File: config.mk
export PLATFORM = sky130hd
export DESIGN_NAME = lut_eval_seq
export DESIGN_NICKNAME = d
export VERILOG_FILES = /design/src/rtl/lut_eval_seq.sv
export SDC_FILE = /design/constraint.sdc
export NUM_CORES = 1
export LEC_CHECK = 0
export CORE_ASPECT_RATIO = 0.8
export CORE_MARGIN = 2
export CORE_UTILIZATION = 40
export CTS_CLUSTER_SIZE = 10
export DETAILED_ROUTE_END_ITERATION = 8
export DONT_BUFFER_PORTS = 1
export PLACE_DENSITY = 0.61
export RECOVER_POWER = 100
export SLEW_MARGIN = 10
export SYNTH_ARGS = -nofsm -noshare
export SYNTH_HDL_FRONTEND = slang
export SYNTH_SLANG_ARGS = --single-unit
File: constraint.sdc
create_clock -name clk -period 2.8 [get_ports clk]
set_input_delay 0.84 -clock clk [delete_from_list [all_inputs] [get_ports clk]]
set_output_delay 0.84 -clock clk [all_outputs]
set_load 0.05 [all_outputs]
File: src/rtl/lut_eval_seq.sv
// Run-time programmable truth-table evaluator: single lookups over a
// valid/ready stream, or an autonomous sweep of indices 0..sweep_last.
module lut_eval_seq #(
  parameter int unsigned IN_W  = 4,
  parameter int unsigned OUT_W = 3
) (
  input  logic             clk,
  input  logic             rst_n,
  input  logic             cfg_we,
  input  logic [IN_W-1:0]  cfg_addr,
  input  logic [OUT_W-1:0] cfg_data,
  output logic             cfg_err,
  input  logic             in_valid,
  output logic             in_ready,
  input  logic [IN_W-1:0]  in_data,
  input  logic             sweep_start,
  input  logic [IN_W-1:0]  sweep_last,
  output logic             sweep_done,
  output logic             busy,
  output logic             out_valid,
  input  logic             out_ready,
  output logic [OUT_W-1:0] out_data,
  output logic [IN_W-1:0]  out_index
);

  localparam int unsigned DEPTH = 1 << IN_W;

  typedef enum logic [1:0] {
    S_IDLE  = 2'd0,
    S_SWEEP = 2'd1,
    S_DONE  = 2'd2
  } state_t;

  state_t state, state_d;

  logic [OUT_W-1:0] tbl [DEPTH];

  logic [IN_W-1:0] cnt, cnt_d;
  logic [IN_W-1:0] last_r, last_d;
  logic            slot_free_c;
  logic            accept_c;
  logic            wr_c;
  logic            load_c;
  logic [IN_W-1:0] load_idx_c;
  logic            sweep_done_d;

  // Output slot may be refilled when empty or being drained this cycle.
  assign slot_free_c = ~out_valid | out_ready;

  // Lookups only in IDLE; a concurrent sweep_start takes priority.
  assign in_ready = (state == S_IDLE) & ~sweep_start & slot_free_c;
  assign accept_c = in_valid & in_ready;

  // Table writes are only honoured in IDLE.
  assign wr_c = cfg_we & (state == S_IDLE);

  // State register.
  always_ff @(posedge clk or negedge rst_n) begin
    if (!rst_n) begin
      state <= S_IDLE;
    end else begin
      state <= state_d;
    end
  end

  // Next-state, sweep counter control and output-slot load selection.
  always_comb begin
    state_d      = state;
    cnt_d        = cnt;
    last_d       = last_r;
    load_c       = 1'b0;
    load_idx_c   = in_data;
    sweep_done_d = 1'b0;
    case (state)
      S_IDLE: begin
        if (sweep_start) begin
          state_d = S_SWEEP;
          last_d  = sweep_last;
          cnt_d   = '0;
        end else if (accept_c) begin
          load_c     = 1'b1;
          load_idx_c = in_data;
        end
      end
      S_SWEEP: begin
        if (slot_free_c) begin
          load_c     = 1'b1;
          load_idx_c = cnt;
          // Stop at last_r so the counter never wraps.
          if (cnt == last_r) begin
            state_d = S_DONE;
          end else begin
            cnt_d = cnt + IN_W'(1);
          end
        end
      end
      S_DONE: begin
        // Wait for the final sweep result to leave the slot.
        if (slot_free_c) begin
          state_d      = S_IDLE;
          sweep_done_d = 1'b1;
        end
      end
      default: begin
        state_d = S_IDLE;
      end
    endcase
  end

  // Sweep index counter and latched end index.
  always_ff @(posedge clk or negedge rst_n) begin
    if (!rst_n) begin
      cnt    <= '0;
      last_r <= '0;
    end else begin
      cnt    <= cnt_d;
      last_r <= last_d;
    end
  end

  // Truth table; read before write gives old data on a same-cycle hit.
  always_ff @(posedge clk or negedge rst_n) begin
    if (!rst_n) begin
      tbl <= '{default: '0};
    end else if (wr_c) begin
      tbl[cfg_addr] <= cfg_data;
    end
  end

  // Output register slot: holds while out_valid & ~out_ready.
  always_ff @(posedge clk or negedge rst_n) begin
    if (!rst_n) begin
      out_valid <= 1'b0;
      out_data  <= '0;
      out_index <= '0;
    end else if (load_c) begin
      out_valid <= 1'b1;
      out_data  <= tbl[load_idx_c];
      out_index <= load_idx_c;
    end else if (out_ready) begin
      out_valid <= 1'b0;
    end
  end

  // Status pulses and busy flag.
  always_ff @(posedge clk or negedge rst_n) begin
    if (!rst_n) begin
      cfg_err    <= 1'b0;
      sweep_done <= 1'b0;
      busy       <= 1'b0;
    end else begin
      cfg_err    <= cfg_we & (state != S_IDLE);
      sweep_done <= sweep_done_d;
      busy       <= (state_d != S_IDLE);
    end
  end

endmodule

=== Yosys cells after proc, flatten, opt, wreduce, memory -nomap -nowiden ===
Cells that the tools add are included.

* Input port bits: 21
* Register bits: 69
* Logic and storage cells: 77

* Reductions and logical operators: 8
* Equal/unequal tests: 6
* $lt $le $gt $ge: 3
* $add $sub $neg: 1
* Bitwise logic cells: 10
* Muxes and demuxes: 24

{| class="wikitable"
|+ Operators with widths
! kind !! number
|-
| $bwmux 48 || 1
|-
| $mux 4 || 5
|-
| $bmux 3 s4 || 1
|-
| $demux 3 s4 || 1
|-
| $ge 5x5->1 const B || 2
|-
| $not 4->5 || 2
|-
| $mux 3 || 3
|-
| $mux 2 || 4
|-
| $pmux 4 s2 || 1
|-
| $reduce_bool 2->1 || 4
|-
| $mux 1 || 6
|-
| $ne 2x2->1 const B || 3
|-
| $pmux 2 s3 || 1
|-
| $and 1x1->1 || 5
|-
| $lt 5x1->1 const B || 1
|-
| $add 4x1->4 const B || 1
|-
| $eq 4x4->1 || 1
|-
| $reduce_and 4->1 || 1
|-
| $eq 2x1->1 const B || 1
|-
| $eq 2x2->1 const B || 1
|-
| $logic_not 2->1 || 1
|-
| $not 1->1 || 2
|-
| $pmux 1 s2 || 1
|-
| $reduce_and 2->1 || 1
|-
| other kinds (2) || 2
|}

=== Depth between registers and ports, before layout ===
Gate-level depths: netlist of run 1.

* Depth in word-level cells: 8
* Mapped depth: 9
* Depth with buffers taken out: 6

=== Worst setup path before layout of run 1 ===
No wires, ideal clock.

* Kind: input -> output
* Start: input port out_ready
* End: output port in_ready
* Slack: -549 ps
* Required time: 1960 ps
* Data arrival time: 2509 ps
* Stages: 3
* Cell sequence: nor2b_1 -> buf_2 -> nor4_1

* Word-level cells in the longest chain between the ends: 2

{| class="wikitable"
|+ Ends and longest elaborated chain
! element !! line !! source
|-
| start: declaration || 21 || <nowiki>input logic out_ready,</nowiki>
|-
| $or 1x1->1 || 48 || <nowiki>assign slot_free_c = ~out_valid | out_ready;</nowiki>
|-
| $and 1x1->1 || 51 || <nowiki>assign in_ready = (state == S_IDLE) & ~sweep_start & slot_free_c;</nowiki>
|-
| end: declaration || 14 || <nowiki>output logic in_ready,</nowiki>
|}

Every way passes these cells.

=== Worst setup path in the final report of run 1 ===
Same ends and word-level chain as after synthesis.

==> impl_metrics.tcl, run 1 <==
set metrics [dict create \
    final_cell_area_mm2 0.00389 \
    cts.sinks 69 \
    numCtsBuffers 9 \
    wl_mm 8.32 \
    cpPeakStageDelay_ns 0.28 \
    vias 2537 \
    rows 30 \
    yosysTopAreaCellShare 0.480 \
    syn-num-nets 343 \
    avgSynthCellArea_um2 11.2 \
    period_minus_slack_ns 2.47 \
    synth_ff_type "dfrtp_1" \
    syn-cell-area_mm2 0.00360 \
    htree_levels 3 \
    area_delta_synth_final_pct 8.24 \
    fin_crit_sh 0.882 \
    dp_hpwl_mm 6.02 \
    min_path_type "input port to async pin" \
    cts_tree "yes" \
    synth_edf_count 0 \
    placed_cell_area_mm2 0.00370 \
    synthMostInstantiatedCell "dfrtp_1" \
    drt_first_pass_iters 4 \
    setup_tns_ns 0 \
    m1WireLength_mm 4.05 \
    nets 343 \
    r2r-end "out_data[2]$_DFFE_PN0P_" \
    critPathMaxFanout 5 \
    antenna_found_initial 0 \
    antenna_left 0 \
    cts.repair.resized 0 \
    cp-end-kind "output pin" \
    core_region_area_mm2 0.00860 \
    dr_wl_met3_um 749 \
    topRoutingLayerUsed "met4" \
    ys_ff_latch 69 \
    max_slew_margin 0.591 \
    io_pins 33 \
    synth_top_cell_by_area "dfrtp_1" \
    cts_setup_buffers 0 \
    start_util 0.418 \
    gp_congestion 0.888 \
    root_buffer "clkbuf_8" \
    crit_type "input port to output pin" \
    async_flop_share 1.00 \
    rsz0062_at_grt "false" \
    rrSetupSlack_ns 0.47 \
    drtIter0Drc 137 \
    drive_above_1_share 0.258 \
    worstPathArrival_ns 1.63 \
    ff2ff_path_depth 6 \
    critPathSlowestCell "nor2b_1" \
    vdd_drop_max_v 0.000451 \
    worstPathCellList "nor2b_1 -> clkbuf_1 -> nor4_2 -> clkbuf_2" \
    cap_violations 0 \
    cts_hold_buf 0 \
    synth_warnings 0 \
    met2_length_mm 3.47 \
    cts_buffer_depth 2 \
    grt_max_degree 70 \
    insertion_delay_ns 0.36 \
    vias_per_cell 5.79 \
    die_w_um 110 \
    die_h_um 88.8 \
    drc_errors 0 \
    antenna_cells 0 \
    die-area_mm2 0.00977 \
    regToRegStartpoint "state[1]$_DFF_PN0_" \
    finalHoldViolCount 0 \
    track_usage 0.191 \
    power_density_mw_per_mm2 1140 \
    timing.critical_path.from "out_ready" \
    n_fill_cell 798 \
    maxSlewViolCount 0 \
    fmax_mhz 405 \
    required_ns 1.96 \
    fin_skew_ns 0.00868 \
    yosysUniqueCellTypes 46 \
    cp-start-kind "input port" \
    status "complete, no violations" \
    p_leak_nw 1.66 \
    crit_end "in_ready" \
    synth-seq-area-share 0.480 \
    io_buffers 0 \
    wl_per_cell_um 19.0 \
    worst_slew_pin_slew_ns 0.598 \
    clkTransAtPathRegs_ns 0.07 \
    syn_inst 321 \
    grt_pass1_vias 2496 \
    finalSetupViolations 0 \
    grt_overflow 0 \
    synth_area_leaders "dfrtp_1, mux2_2, mux4_2" \
    grt_pass1_wl_mm 13.6 \
    synth.top_cells.by_count "dfrtp_1, mux2_2, nand2_1, o21ai_0, nor2_1" \
]
state kept, by name (all words and copies together) (netlist names):
signal      cells
out_index       4
busy            1
out_data        3
sweep_done      1
out_valid       1
last_r          4
cnt             4
state           2
tbl            48
cfg_err         1
worst min path at each step:
stage                                endpoint  slack (ns)
after floorplan           tbl[17]$_DFFE_PN0P_        0.47
after global placement     tbl[7]$_DFFE_PN0P_        0.49
after detailed placement   tbl[7]$_DFFE_PN0P_        0.49
after CTS                 tbl[24]$_DFFE_PN0P_        0.15
after global routing      tbl[33]$_DFFE_PN0P_        0.15
final                     tbl[23]$_DFFE_PN0P_        0.17
stage by stage:
stage | power [mW] | instances | util | worst slack, ns | hold WS, ns
global placement | 3.58 | 422 | 0.431 | 0.272 | 0.488
global route | 4.74 | 438 | 0.453 | 0.225 | 0.150
floorplan | 3.25 | 321 | - | 0.0448 | 0.470
detailed placement | 3.62 | 422 | 0.431 | 0.230 | 0.494
finish | 4.43 | 438 | 0.453 | 0.332 | 0.172
CTS | 4.47 | 438 | 0.455 | 0.400 | 0.154
metal layers:
| metal | GRT usage | up-vias |
|---|---|---|
| met3 | 0.0648 | 2 |
| met2 | 0.263 | 93 |
| met1 | 0.282 | 1275 |
| li1 | - | 1167 |
| met5 | 0 | - |
| met4 | 0.0587 | 0 |
logic make-up after synthesis:
family                   synth area share
AND/OR/NAND/NOR                     0.133
flip-flops                          0.480
multiplexers                        0.222
AO/OA/AOI/OAI                       0.106
buffers and inverters              0.0410
XOR/XNOR                           0.0146
adder cells (fa/ha/maj)           0.00348
critical path, delay by kind of cell:
family | cells | cell delay [ns]
simple gates | 2 | 0.33
buf+inv | 2 | 0.45
report_power, final:
| group | internal, mW | total (mW) | switching (mW) | leakage (nW) |
|---|---|---|---|---|
| Combinational | 0.793 | 1.56 | 0.770 | 0.682 |
| Clock | 0.459 | 0.843 | 0.384 | 0.102 |
| Sequential | 1.43 | 2.02 | 0.592 | 0.878 |
placed cells by master, fill, tap and decap left out, types with 3 or more instances in the layout:
master and count:
dfrtp_1 69, mux2_2 50, nand2_1 27, o21ai_0 15, nor2_1 14, inv_1 12
a21oi_1 12, nand3_1 11, clkbuf_8 11, nor2b_1 9, o211ai_1 8, mux2i_1 7
nand2b_1 6, mux4_2 6, xnor2_1 5, nand4_1 5, a2111oi_0 5, nor3_1 4
clkbuf_1 4, or3_1 3, a21o_1 3, buf_4 3
layout make-up:
type	instances	area, µm²	area share
multi-input cells	221	1730	0.444
flip-flops and latches	69	1730	0.443
clock buffers	11	151	0.0389
well taps	112	140	0.0360
clock inverters	5	58.8	0.0151
inverters	12	45.0	0.0116
repair buffers	8	42.5	0.0109
(Power assumes the default switching activity.)
==> inputs of run 2 (changes only) <==
- clock period: 2.8 -> 2.95 ns (I/O delays scaled with it)
==> impl_metrics.tcl, run 2 (synthesis results as in run 1) <==
set metrics [dict create \
    status "complete, no violations" \
    rows 30 \
    p_clk_frac 0.191 \
    mostFrequentLayoutCells "dfrtp_1, mux2_2, nand2_1" \
    m1WireLength_mm 4.27 \
    n_fill_cell 807 \
    period_minus_slack_ns 2.57 \
    required_ns 2.07 \
    wl_mm 8.81 \
    track_usage 0.198 \
    setup_tns_ns 0 \
    cts.sinks 69 \
    grt_max_degree 70 \
    io_buffers 0 \
    root_buffer "clkbuf_8" \
    cp-end-kind "output pin" \
    drc_errors 0 \
    dr_wl_met3_um 732 \
    grt_pass1_vias 2497 \
    drtIter0Drc 154 \
    cts.repair.resized 0 \
    met2_length_mm 3.68 \
    die-area_mm2 0.00977 \
    topRoutingLayerUsed "met4" \
    critPathSlowestCell "clkbuf_1" \
    vdd_drop_max_v 0.000463 \
    finalHoldViolCount 0 \
    ff2ff_path_depth 6 \
    dp_hpwl_mm 6.35 \
    fin_crit_sh 0.873 \
    grt_overflow 0 \
    wl_per_cell_um 20.2 \
    antenna_cells 0 \
    regToRegStartpoint "state[1]$_DFF_PN0_" \
    cap_violations 0 \
    grt_pass1_wl_mm 13.9 \
    die_h_um 88.8 \
    htree_levels 3 \
    insertion_delay_ns 0.35 \
    rrSetupSlack_ns 0.50 \
    worstPathCellList "nor2b_1 -> clkbuf_1 -> nor4_2 -> buf_4" \
    fmax_mhz 388 \
    final_common_cell "dfrtp_1" \
    nets 341 \
    min_path_type "input port to async pin" \
    largest_register "tbl" \
    area_delta_synth_final_pct 7.83 \
    p_leak_nw 1.65 \
    cp-start-kind "input port" \
    fin_skew_ns 0.00831 \
    maxSlewViolCount 0 \
    internal-power_mw 2.51 \
    critPathMaxFanout 12 \
    seqPwrFrac 0.462 \
    antenna_found_initial 0 \
    crit_type "input port to output pin" \
    cts_setup_buffers 0 \
    max_slew_margin 0.582 \
    cts_buffer_depth 2 \
    clkTransAtPathRegs_ns 0.08 \
    vias_per_cell 5.76 \
    cts_hold_buf 0 \
    cpPeakStageDelay_ns 0.44 \
    drt_first_pass_iters 4 \
    crit_buf_inv 2 \
    start_util 0.418 \
    drive_above_1_share 0.253 \
    io_pins 33 \
    die_w_um 110 \
    swShare 0.406 \
    r2r-end "out_data[2]$_DFFE_PN0P_" \
    largest_reg_flops 48 \
    cp_top_family "buffers and inverters" \
    holdWs_ns 0.214 \
    finalSetupViolations 0 \
    numCtsBuffers 9 \
    core_region_area_mm2 0.00860 \
    power_density_mw_per_mm2 1090 \
    vias 2513 \
    p_sw_mw 1.72 \
    worst_slew_pin_slew_ns 0.627 \
    gp_congestion 0.890 \
    cts_tree "yes" \
    pwr-share-comb 0.347 \
    rsz0062_at_grt "false" \
    antenna_left 0 \
    worstPathArrival_ns 1.69 \
]
==> run 2: worst max path at each step <==
| stage | startpoint | to | slack [ns] | depth (start not counted) |
|---|---|---|---|---|
| 2_1_floorplan | out_ready | in_ready | 0.10 | 3 |
| 3_3_place_gp | out_ready | out_data[0]$_DFFE_PN0P_ | 0.37 | 6 |
| 3_5_place_dp | out_ready | out_data[0]$_DFFE_PN0P_ | 0.31 | 6 |
| 4_1_cts | out_ready | in_ready | 0.59 | 4 |
| 5_1_grt | out_ready | in_ready | 0.26 | 4 |
| 6_report | out_ready | in_ready | 0.38 | 4 |
==> run 2: area by class of cell <==
class	instances	area, µm²	area share
timing repair buffer	6	30.0	0.00774
clock inverter	6	70.1	0.0181
tap	112	140	0.0361
inverter	12	45.0	0.0116
clock buffer	10	138	0.0355
sequential	69	1730	0.445
multi-input combinational	221	1730	0.446
==> run 2: metrics by stage <==
stage	util	setup WS, ns	power (mW)	cells	cell area, µm²
global placement	0.429	0.366	3.40	420	3690
CTS	0.453	0.585	4.26	436	3890
global route	0.451	0.259	4.52	436	3880
floorplan	-	0.105	3.09	321	3600
detailed placement	0.429	0.312	3.45	420	3690
finish	0.451	0.376	4.24	436	3880
==> run 2: power groups by stage <==
stage	clock (mW)	combinational [mW]	sequential, mW
after floorplan	0	1.32	1.77
after global placement	0	1.45	1.96
after detailed placement	0	1.48	1.97
after CTS	0.820	1.49	1.95
after global routing	0.869	1.63	2.02
final	0.809	1.47	1.96
==> run 2: per-layer routing <==
metal,track usage,vias to the layer above
li1,-,1160
met3,0.0773,7
met5,0,-
met1,0.282,1268
met4,0.0633,0
met2,0.276,78
==> run 2: worst register-to-register path: cells and delay by family, from the launching register on <==
kind	cells	cell delay (ns)
DFF	1	0.45
and+or+nand+nor	2	0.82
AOI/OAI and AO/OA	4	1.13
==> inputs of run 3 (changes only) <==
- DONT_BUFFER_PORTS: 1 -> not set
- PLACE_DENSITY: 0.61 -> 0.66
==> impl_metrics.tcl, run 3 (synthesis results as in run 1) <==
set metrics [dict create \
    required_ns 2.07 \
    p_leak_nw 1.86 \
    period_minus_slack_ns 2.83 \
    rows 30 \
    cp-end-kind "output pin" \
    setup_tns_ns 0 \
    max_slew_margin -0.0223 \
    wl_per_cell_um 17.4 \
    start_util 0.418 \
    die_h_um 88.8 \
    htree_levels 3 \
    n_fill_cell 778 \
    vias_per_cell 5.52 \
    grt_overflow 0 \
    dp_hpwl_mm 6.35 \
    clkTransAtPathRegs_ns 0.06 \
    cts_tree "yes" \
    rrSetupSlack_ns 0.54 \
    finalHoldViolCount 0 \
    status "complete, but fails checks" \
    numCtsBuffers 9 \
    worstPathArrival_ns 1.95 \
    cts.repair.resized 0 \
    cts_buffer_depth 2 \
    antenna_cells 0 \
    die-area_mm2 0.00977 \
    final_common_cell "dfrtp_1" \
    antenna_left 0 \
    vdd_drop_max_v 0.000615 \
    gp_congestion 0.921 \
    cts.sinks 69 \
    drive_above_1_share 0.254 \
    mostFrequentLayoutCells "dfrtp_1, mux2_2, nand2_1" \
    cts_setup_buffers 0 \
    fmax_mhz 353 \
    grt_pass1_wl_mm 13.9 \
    io_pins 33 \
    cp-start-kind "input port" \
    vias 2662 \
    worst_slew_pin_slew_ns 1.53 \
    violations "max-capacitance violations, max-slew violations" \
    critPathMaxFanout 8 \
    finalSetupViolations 0 \
    ff2ff_path_depth 6 \
    drc_errors 0 \
    cts_hold_buf 0 \
    maxSlewViolCount 27 \
    placed_cell_area_mm2 0.00412 \
    drt_first_pass_iters 4 \
    holdWs_ns 0.472 \
    drtIter0Drc 200 \
    largest_register "tbl" \
    fin_skew_ns 0.00690 \
    final_cell_area_mm2 0.00430 \
    area_delta_synth_final_pct 19.6 \
    cap_violations 1 \
    min_path_type "flop to flop" \
    grt_pass1_vias 2609 \
    grt_max_degree 44 \
    track_usage 0.196 \
    power_density_mw_per_mm2 1030 \
    rsz0062_at_grt "false" \
    crit_type "input port to output pin" \
    die_w_um 110 \
    worstHoldPathCells 2 \
    root_buffer "clkbuf_8" \
    core_region_area_mm2 0.00860 \
    io_buffers 32 \
    wl_mm 8.39 \
    antenna_found_initial 0 \
    nets 387 \
    fin_crit_sh 0.960 \
    insertion_delay_ns 0.35 \
    largest_reg_flops 48 \
]
==> run 3: changes by cell type in the layout (fill, tap and decap cells not counted), sizes merged <==
cell / change
clkinvlp: -3
clkinv: +3
bufinv: +1
dlygate4sd3: +13
clkdlybuf4s50: +17
buf: +13
inv: -2
clkbuf: +4
==> run 3: final cells by class <==
class	count	area (µm²)	area share
clock inverter	5	75.1	0.0174
multi-input combinational	221	1730	0.402
timing repair buffer	52	455	0.106
tap	112	140	0.0326
clock buffer	11	131	0.0305
sequential	69	1730	0.401
inverter	12	45.0	0.0105
==> run 3: metal layers <==
layer  vias to the layer above  GRT usage  part of all wire
met2                        84      0.259              0.41
li1                       1255          -                 -
met1                      1311      0.294              0.50
met3                        12     0.0648             0.073
met4                         0     0.0725             0.015
met5                         -          0                 0
==> run 3: final timing paths <==
path / end / start
worst min register to register: out_index[0]$_DFFE_PN0P_ / out_index[0]$_DFFE_PN0P_
worst min-delay path: out_index[0]$_DFFE_PN0P_ / out_index[0]$_DFFE_PN0P_
worst max register to register: tbl[34]$_DFFE_PN0P_ / state[0]$_DFF_PN0_
min in group asynchronous: cnt[2]$_DFFE_PN0P_ / rst_n
max in group asynchronous: tbl[13]$_DFFE_PN0P_ / rst_n
worst max-delay path: in_ready / out_ready
==> run 3: critical path, cell delays in order <==
cell and delay, ns:
clkdlybuf4s50_1 0.48, nor2b_1 0.05, buf_4 0.16, nor4_2 0.13, buf_4 0.23
==> run 3: stage by stage <==
stage	power [mW]	std cells	worst slack (ns)	util
3_5_place_dp	3.69	466	-0.0450	0.479
6_report	4.44	482	0.118	0.501
2_1_floorplan	3.09	321	0.105	-
3_3_place_gp	3.65	466	-0.0434	0.479
5_1_grt	4.77	482	0.0813	0.501
4_1_cts	4.51	482	0.109	0.503
==> run 3: power breakdown <==
part / switching, mW / leakage (nW) / total [mW] / internal (mW)
clock: 0.334 / 0.107 / 0.806 / 0.472
combinational: 1.01 / 0.874 / 1.92 / 0.912
sequential: 0.358 / 0.878 / 1.72 / 1.36
